**config.mk**
```make
export PLATFORM = sky130hd
export DESIGN_NAME = uart_tx_arbiter
export DESIGN_NICKNAME = d
export VERILOG_FILES = /design/src/rtl/uart_tx_arbiter.sv
export SDC_FILE = /design/constraint.sdc
export NUM_CORES = 1
export LEC_CHECK = 0
export CORE_MARGIN = 1.5
export CORE_UTILIZATION = 45
export CTS_CLUSTER_DIAMETER = 30
export DETAILED_ROUTE_END_ITERATION = 16
export GPL_ROUTABILITY_DRIVEN = 0
export PLACE_DENSITY = 0.8
export SYNTH_ARGS = -nofsm -noshare
export SYNTH_HDL_FRONTEND = slang
export SYNTH_SLANG_ARGS = --single-unit
```
**constraint.sdc**
```tcl
create_clock -name clk -period 2.6 [get_ports clk]
set_input_delay 0.39 -clock clk [delete_from_list [all_inputs] [get_ports clk]]
set_output_delay 0.39 -clock clk [all_outputs]
set_load 0.01 [all_outputs]
```
**src/rtl/uart_tx_arbiter.sv**
```systemverilog
// Round-robin arbiter with packet locking that shares one 8N1 UART transmitter
// between NUM_REQ byte producers, sequencing each byte off the transmitter's busy flag.
module uart_tx_arbiter #(
    parameter int NUM_REQ      = 4,
    parameter int BUSY_TIMEOUT = 8,
    localparam int IDW = (NUM_REQ > 1) ? $clog2(NUM_REQ) : 1
) (
    input  logic                 clk,
    input  logic                 rst_n,
    input  logic [NUM_REQ-1:0]   req_valid_i,
    input  logic [8*NUM_REQ-1:0] req_data_i,
    input  logic [NUM_REQ-1:0]   req_last_i,
    output logic [NUM_REQ-1:0]   req_ready_o,
    output logic                 tx_start_o,
    output logic [7:0]           tx_data_o,
    input  logic                 tx_busy_i,
    output logic [IDW-1:0]       grant_id_o,
    output logic                 locked_o,
    output logic                 err_timeout_o
);

    localparam int          CW = (BUSY_TIMEOUT > 2) ? $clog2(BUSY_TIMEOUT) : 1;
    localparam int unsigned NR = NUM_REQ;

    typedef enum logic [1:0] {IDLE, ISSUE, WAIT_BUSY, WAIT_DONE} state_e;

    state_e                   state_q;
    logic [NUM_REQ-1:0]       req_ready_q;
    logic                     tx_start_q;
    logic [7:0]               tx_data_q;
    logic [IDW-1:0]           grant_id_q;
    logic                     locked_q;
    logic                     err_timeout_q;
    logic                     last_q;
    logic [IDW-1:0]           rr_ptr_q;
    logic [CW-1:0]            cnt_q;

    logic [NUM_REQ-1:0][7:0]  data_arr;
    logic                     sel_found;
    logic [IDW-1:0]           sel_idx;
    logic [IDW-1:0]           cand;

    assign data_arr = req_data_i;

    function automatic logic [IDW-1:0] wrap_add(input logic [IDW-1:0] base, input int unsigned off);
        int unsigned s;
        s = (32'(base) + off) % NR;
        return IDW'(s);
    endfunction

    // Descending scan so the candidate closest to rr_ptr (first in rotation) wins.
    always_comb begin
        sel_found = 1'b0;
        sel_idx   = grant_id_q;
        cand      = '0;
        if (locked_q) begin
            sel_found = req_valid_i[grant_id_q];
        end else begin
            for (int k = NUM_REQ - 1; k >= 0; k--) begin
                cand = wrap_add(rr_ptr_q, k);
                if (req_valid_i[cand]) begin
                    sel_found = 1'b1;
                    sel_idx   = cand;
                end
            end
        end
    end

    always_ff @(posedge clk or negedge rst_n) begin
        if (!rst_n) begin
            state_q       <= IDLE;
            req_ready_q   <= '0;
            tx_start_q    <= 1'b0;
            tx_data_q     <= '0;
            grant_id_q    <= '0;
            locked_q      <= 1'b0;
            err_timeout_q <= 1'b0;
            last_q        <= 1'b0;
            rr_ptr_q      <= '0;
            cnt_q         <= '0;
        end else begin
            err_timeout_q <= 1'b0;
            case (state_q)
                IDLE: begin
                    if (!tx_busy_i && sel_found) begin
                        grant_id_q  <= sel_idx;
                        tx_data_q   <= data_arr[sel_idx];
                        last_q      <= req_last_i[sel_idx];
                        req_ready_q <= NUM_REQ'(1) << sel_idx;
                        tx_start_q  <= 1'b1;
                        state_q     <= ISSUE;
                    end
                end
                ISSUE: begin
                    tx_start_q  <= 1'b0;
                    req_ready_q <= '0;
                    cnt_q       <= '0;
                    state_q     <= WAIT_BUSY;
                end
                WAIT_BUSY: begin
                    if (tx_busy_i) begin
                        state_q <= WAIT_DONE;
                    end else if (cnt_q == CW'(BUSY_TIMEOUT - 1)) begin
                        // Transmitter never acknowledged: abandon the packet and move on.
                        err_timeout_q <= 1'b1;
                        locked_q      <= 1'b0;
                        rr_ptr_q      <= wrap_add(grant_id_q, 1);
                        state_q       <= IDLE;
                    end else begin
                        cnt_q <= cnt_q + CW'(1);
                    end
                end
                WAIT_DONE: begin
                    if (!tx_busy_i) begin
                        state_q <= IDLE;
                        if (last_q) begin
                            locked_q <= 1'b0;
                            rr_ptr_q <= wrap_add(grant_id_q, 1);
                        end else begin
                            locked_q <= 1'b1;
                        end
                    end
                end
                default: state_q <= IDLE;
            endcase
        end
    end

    assign req_ready_o   = req_ready_q;
    assign tx_start_o    = tx_start_q;
    assign tx_data_o     = tx_data_q;
    assign grant_id_o    = grant_id_q;
    assign locked_o      = locked_q;
    assign err_timeout_o = err_timeout_q;

endmodule

```
## Word level (Yosys, flattened, before mapping)

Cells that the tools add are included.

- Equality and inequality tests: 11
- $add $sub $neg: 5
- Mux-type cells: 49
- Reductions and logical operators: 12
- Magnitude comparators: 6
- Shifts and indexed selects: 1

Operator list:

| operator | number |
|---|---|
| $mux 2 | 13 |
| $mux 1 | 19 |
| $lt 2x3->1 const B | 6 |
| $bmux 8 s2 | 1 |
| $bmux 1 s2 | 6 |
| $ne 2x2->1 const B | 6 |
| $mux 8 | 1 |
| $pmux 2 s4 | 1 |
| $pmux 4 s2 | 1 |
| $mux 3 | 2 |
| $pmux 3 s2 | 1 |
| $reduce_and 3->1 | 2 |
| $reduce_bool 2->1 | 3 |
| $reduce_and 5->1 | 1 |
| $add 2x1->2 const B | 2 |
| $add 2x2->2 const B | 2 |
| $eq 2x2->1 const B | 2 |
| $mux 4 | 1 |
| $pmux 1 s2 | 2 |
| $pmux 2 s2 | 1 |
| $reduce_and 2->1 | 2 |
| $reduce_and 4->1 | 1 |
| $shl 1x2->4 const A | 1 |
| $add 3x1->3 const B | 1 |
| other kinds (6) | 6 |

- Logic and storage cells: 94
- Input port bits: 43
- Register bits: 25
- Output and inout port bits: 17

## Longest topological paths before layout

- Depth after elaboration: 11
- Gate-level depth with buffers: 9
- Gate-level depth less buffers: 6

## Worst setup path before layout

Ideal clock, no wire load.

- Path type: register to register
- Start: register grant_id_q[0] (netlist: grant_id_o[0])
- End: register req_ready_q[2] (netlist: req_ready_o[2])
- Path slack: 731 ps
- Path buffers: 2
- Setup time: 93 ps
- Stages on the path, launching flop included: 7
- Period minus slack after synthesis: 1,869 ps
- Data arrival time: 1,776 ps
- Data required time: 2,507 ps
- Cells stage by stage: dfrtp_1 > buf_6 > mux4_2 > mux2i_2 > or4_4 > buf_6 > o31ai_2

- Longest elaborated chain between the ends: 8
- Elaborated cells on any way between the ends: 14
- Classes of those cells: eq/ne: 1; shift: 1; mux: 10; reduce/logical: 2

Ends and longest elaborated chain:

| element | RTL line | text |
|---|---|---|
| from (decl) | 31 | `logic [IDW-1:0] grant_id_q;` |
| from (signal assigned) | 86 | `grant_id_q <= sel_idx;` |
| $mux 2 (4 in a row) | 61 | `if (req_valid_i[cand]) begin` |
| $mux 2 | 56 | `if (locked_q) begin` |
| $shl 1x2->4 | 89 | `req_ready_q <= NUM_REQ'(1) << sel_idx;` |
| $mux 4 | 85 | `if (!tx_busy_i && sel_found) begin` |
| $pmux 4 s2 | 83 | `case (state_q)` |
| to (signal assigned) | 89 |  |
| to (decl) | 28 | `logic [NUM_REQ-1:0] req_ready_q;` |

Parallel ways exist; a longest one is shown, timed or not. The select of a mux whose other input is x is not followed.
A chain may end at the register's enable or synchronous reset.

## Worst setup path in the final report

- Start: input req_valid_i[1]
- End: register tx_data_q[0] (netlist: tx_data_o[0])

- Longest elaborated chain between the ends: 9
- Elaborated cells on any way between the ends: 24
- Classes of those cells: mux: 22; reduce/logical: 2

Ends and longest elaborated chain:

| element | RTL line | text |
|---|---|---|
| from (decl) | 10 | `input logic [NUM_REQ-1:0] req_valid_i,` |
| $bmux 1 s2 | 61 |  |
| $mux 1 (not written as such) | 61 |  |
| $mux 2 / $mux 1 (equally long branches) (4 in a row) | 61 |  |
| $mux 2 / $mux 1 (equally long branches) | 56 |  |
| $bmux 8 s2 / $logic_and 1x1->1 (equally long branches) | 87, 85 |  |
| $mux 8 (not written as such) / $reduce_and 2->1 (equally long branches) | -- |  |
| to (signal assigned) | 87 | `tx_data_q <= data_arr[sel_idx];` |
| to (decl) | 30 | `logic [7:0] tx_data_q;` |

Parallel ways exist; a longest one is shown, timed or not. The select of a mux whose other input is x is not followed.

==> results.toml <==
[detailed_routing]
drt_drc_violations_left = 0
drt-vias-per-instance = 5.482
routed-via-count = 1491
detail_route.first_pass.iterations = 4
drt_first_iter_violations = 92
route.antenna.remaining_nets = 0
routed_wire_length_um = 4086
wl_per_cell_um = 15.02

[clock_tree]
cts_made_buffers = 3
cts-hold-fix-buffers = 0
cts_max_level = 1
cts_resized = 0
cts_tree = "yes"
clk_root_buffer_cell = "sky130_fd_sc_hd__clkbuf_8"
cts.sink_count = 25
clk_latency_worst_skew_pair_ns = 0.26
post-cts-setup-buffer-count = 0
cts.path.max_buffers = 2
clkSlewWorstSetupHoldPaths_ns = 0.09

[yosys]
post_synth_and_or_nand_nor_area_fraction = 0.1972
yosys-mux-area-fraction = 0.09003
register_area_share_after_synthesis = 0.3720
most_used_dff_post_synth = "sky130_fd_sc_hd__dfrtp_1"
ys.warnings.count = 0
synth.cell_area_um2 = 1682
most_area_hungry_cell_type_in_the_yosys_netlist = "sky130_fd_sc_hd__dfrtp_1"
synth_cells = 166
ys_types = 42
synth_top_cells_by_count = "25 x sky130_fd_sc_hd__dfrtp_1, 16 x sky130_fd_sc_hd__nor2_1, 15 x sky130_fd_sc_hd__nand2_1"
syn_area_per_cell_um2 = 10.13
synth_top_family_by_area = "compound AO/OA/AOI/OAI gates"
synth_compound_gate_area_share = 0.2664
synth_adder_area_share = 0.01488
share_of_the_synthesized_netlist_area_taken_by_xor_and_xnor_gates = 0.005208
yosysMostFrequentCell = "sky130_fd_sc_hd__dfrtp_1"
post_synth_main_area_contributors = "sky130_fd_sc_hd__dfrtp_1 37%, sky130_fd_sc_hd__a211oi_2 6.0%, sky130_fd_sc_hd__mux2i_1 6.0%"
yosys.area.top_type_share = 0.3720
post_synthesis_sequential_element_count = 25
synth_enable_flop_cells = 0
syn_nets = 211
ys_async_sr_fraction = 1.000

[floorplanning]
die_ar_um2 = 4113
chipWidth_um = 64.13
num_rows = 22
floorplan.initialDensity = 0.4628
io_pins = 60
chipHeight_um = 64.13
core_area_um2 = 3633

[placed_design]
dp_cells = 268
detailedPlacementHpwl_um = 3068
place.port_buffers = 59
placed_cell_area_um2 = 2302

[worst_setup_path]
setup.worst_path.end_class = "flop"
timing.reg2reg.worst_path_depth = 5
r2r-start = "grant_id_o[0]$_DFFE_PN0P_"
path_common_cell = "sky130_fd_sc_hd__and2_1"
timing.critical_path.fanout_max = 21
worstPathCellList = "clkdlybuf4s50_1 > and2_1 > nor2b_1 > o31ai_1 > and2_1 > buf_12 > mux2i_1 > a211oi_2"
timing.critical_path.required_ns = 2.74
critical_path.slowest_cell = "sky130_fd_sc_hd__clkdlybuf4s50_1"
r2r_end = "tx_data_o[0]$_DFFE_PN0P_"
ff2ff_setup_slack_ns = 0.52
critical_path_class = "input pin to flop"
launching_element_type_of_the_critical_path = "input pin"
worst_ep_arrival_ns = 2.36
crit_path_largest_cell_delay_ns = 0.51

[sta]
drv_slew = 0
fin_setup_tns_ns = 0
rsz0062_at_grt = "no"
setup_violations = 0
layout_worst_path_cycle_share = 0.8530
max_freq_mhz = 450.9
min_tclk_post_route_ns = 2.218
timing_worst_slew_pin_value_ns = 0.4185
slew_headroom = 0.7210
hold_violations = 0
finalClockSkew_ns = 0.003251

[cells_and_area]
drive_above_1_share = 0.1295
area.growth.synth_to_final_pct = 39.58
finish.cell_count_without_fillers = 272
diodes = 0
multiInputGateArea_um2 = 964.7
register_cell_area_after_layout_um2 = 625.6
summed_area_of_non_filler_cells_in_the_final_layout_um2 = 2347
fillCellCount = 311
layout.nets = 270
fin_util = 0.6460

[power_and_ir_drop]
share_seq_of_total_power = 0.319
total_leakage_power_nw = 0.9514
combinationalPowerShare = 0.584
power.density_cell_area_nw_per_um2 = 1018
internal_power_mw = 1.385
power.switching_mw = 1.005
swShare = 0.4204
overall_power_consumption_mw = 2.390
clockPowerShare = 0.097
worst_ir_drop_vdd_uv = 499.7

[grt]
maximum_number_of_pins_on_one_net_before_global_route_repair = 26
number_of_antenna_violations_at_the_first_check_in_global_routing = 0
globalRouteOverflowTotal = 0
first_global_vias = 1409
global_route.usage.total = 0.1993
grt_first_pass_wirelength_um = 6534

[status]
outcome = "completed"

[run]
maxCapViolations = 0

[min_path]
min-delay-path-class = "input pin to async pin"
[critical path, delay by kind of cell]
kind / cells / cell delay [ns]
compound gates: 2 / 0.44
buf+inv: 2 / 0.69
mux: 1 / 0.26
simple gates: 3 / 0.57
[sequential cells by signal, summed over array words and instances (netlist names)]
signal and flops:
locked_o 1, tx_data_o 8, req_ready_o 4, cnt_q 3, err_timeout_o 1, grant_id_o 2
state_q 2, tx_start_o 1, rr_ptr_q 2, last_q 1
[worst max-delay path by stage]
| stage | start | to | depth (start not counted) | slack (ns) |
|---|---|---|---|---|
| finish | req_valid_i[1] | tx_data_o[0]$_DFFE_PN0P_ | 8 | 0.38 |
| global route | req_valid_i[1] | tx_data_o[0]$_DFFE_PN0P_ | 8 | 0.24 |
| CTS | req_valid_i[1] | tx_data_o[0]$_DFFE_PN0P_ | 8 | 0.40 |
| detailed placement | req_valid_i[1] | tx_data_o[0]$_DFFE_PN0P_ | 8 | 0.13 |
| global placement | req_valid_i[0] | tx_data_o[1]$_DFFE_PN0P_ | 6 | 0.18 |
| floorplan | grant_id_o[0]$_DFFE_PN0P_ | req_ready_o[2]$_DFFE_PN0P_ | 6 | 0.73 |
[power groups by stage]
stage | Clock [mW] | Combinational (mW) | Sequential, mW
after floorplan | 0 | 0.999 | 0.723
after global placement | 0 | 1.38 | 0.761
after detailed placement | 0 | 1.40 | 0.766
after CTS | 0.237 | 1.40 | 0.761
after global routing | 0.251 | 1.52 | 0.792
final | 0.231 | 1.40 | 0.763
[metrics by stage]
stage / hold slack, ns / setup WS, ns
after global placement: 0.4700 / 0.1759
after floorplan: 0.09441 / 0.7310
after global routing: 0.5168 / 0.2406
after detailed placement: 0.4762 / 0.1345
final: 0.4861 / 0.3822
after CTS: 0.5025 / 0.3986
[cell families (layout without fill, tap and decap cells)]
group	count (synthesis)	in the layout
adder cells (fa/ha/maj)	2	2
XOR/XNOR	1	1
flip-flops	25	25
buffers and inverters	12	70
AND/OR/NAND/NOR	60	60
AO/OA/AOI/OAI	53	53
multiplexers	13	13
[routing by layer]
metal	track usage	wire length [µm]	up-vias
li1	-	-	724
met1	0.2682	1824	715
met2	0.3346	2015	46
met3	0.02113	193	6
met4	0.06649	53	0
met5	0	0	-
[placed cells by master, fill, tap and decap left out, drive strengths merged]
master and instances:
nand2 16, and2 3, mux2 1, o21bai 1, a211oi 18, buf 6, a21o 1, a22o 3
o21a 3, clkbuf 4, nand3b 1, and3 1, xnor2 1, a21oi 7, mux2i 11, o21ai 5
clkinv 1, nor2 17, a41oi 1, o31ai 3, or4 2, nor2b 5, mux4 1, o221ai 1
ha 2, a221oi 1, clkdlybuf4s50 59, dfrtp 25, nor4 2, nand3 6, nand2b 7, a21boi 9
[cell type report]
cell class / count / area share
flip-flops and latches: 25 / 0.2665
clock buffers: 4 / 0.01919
repair buffers: 65 / 0.2761
well taps: 48 / 0.02559
inverters: 1 / 0.001599
multi-input cells: 129 / 0.4110
(Power assumes the default switching activity.)
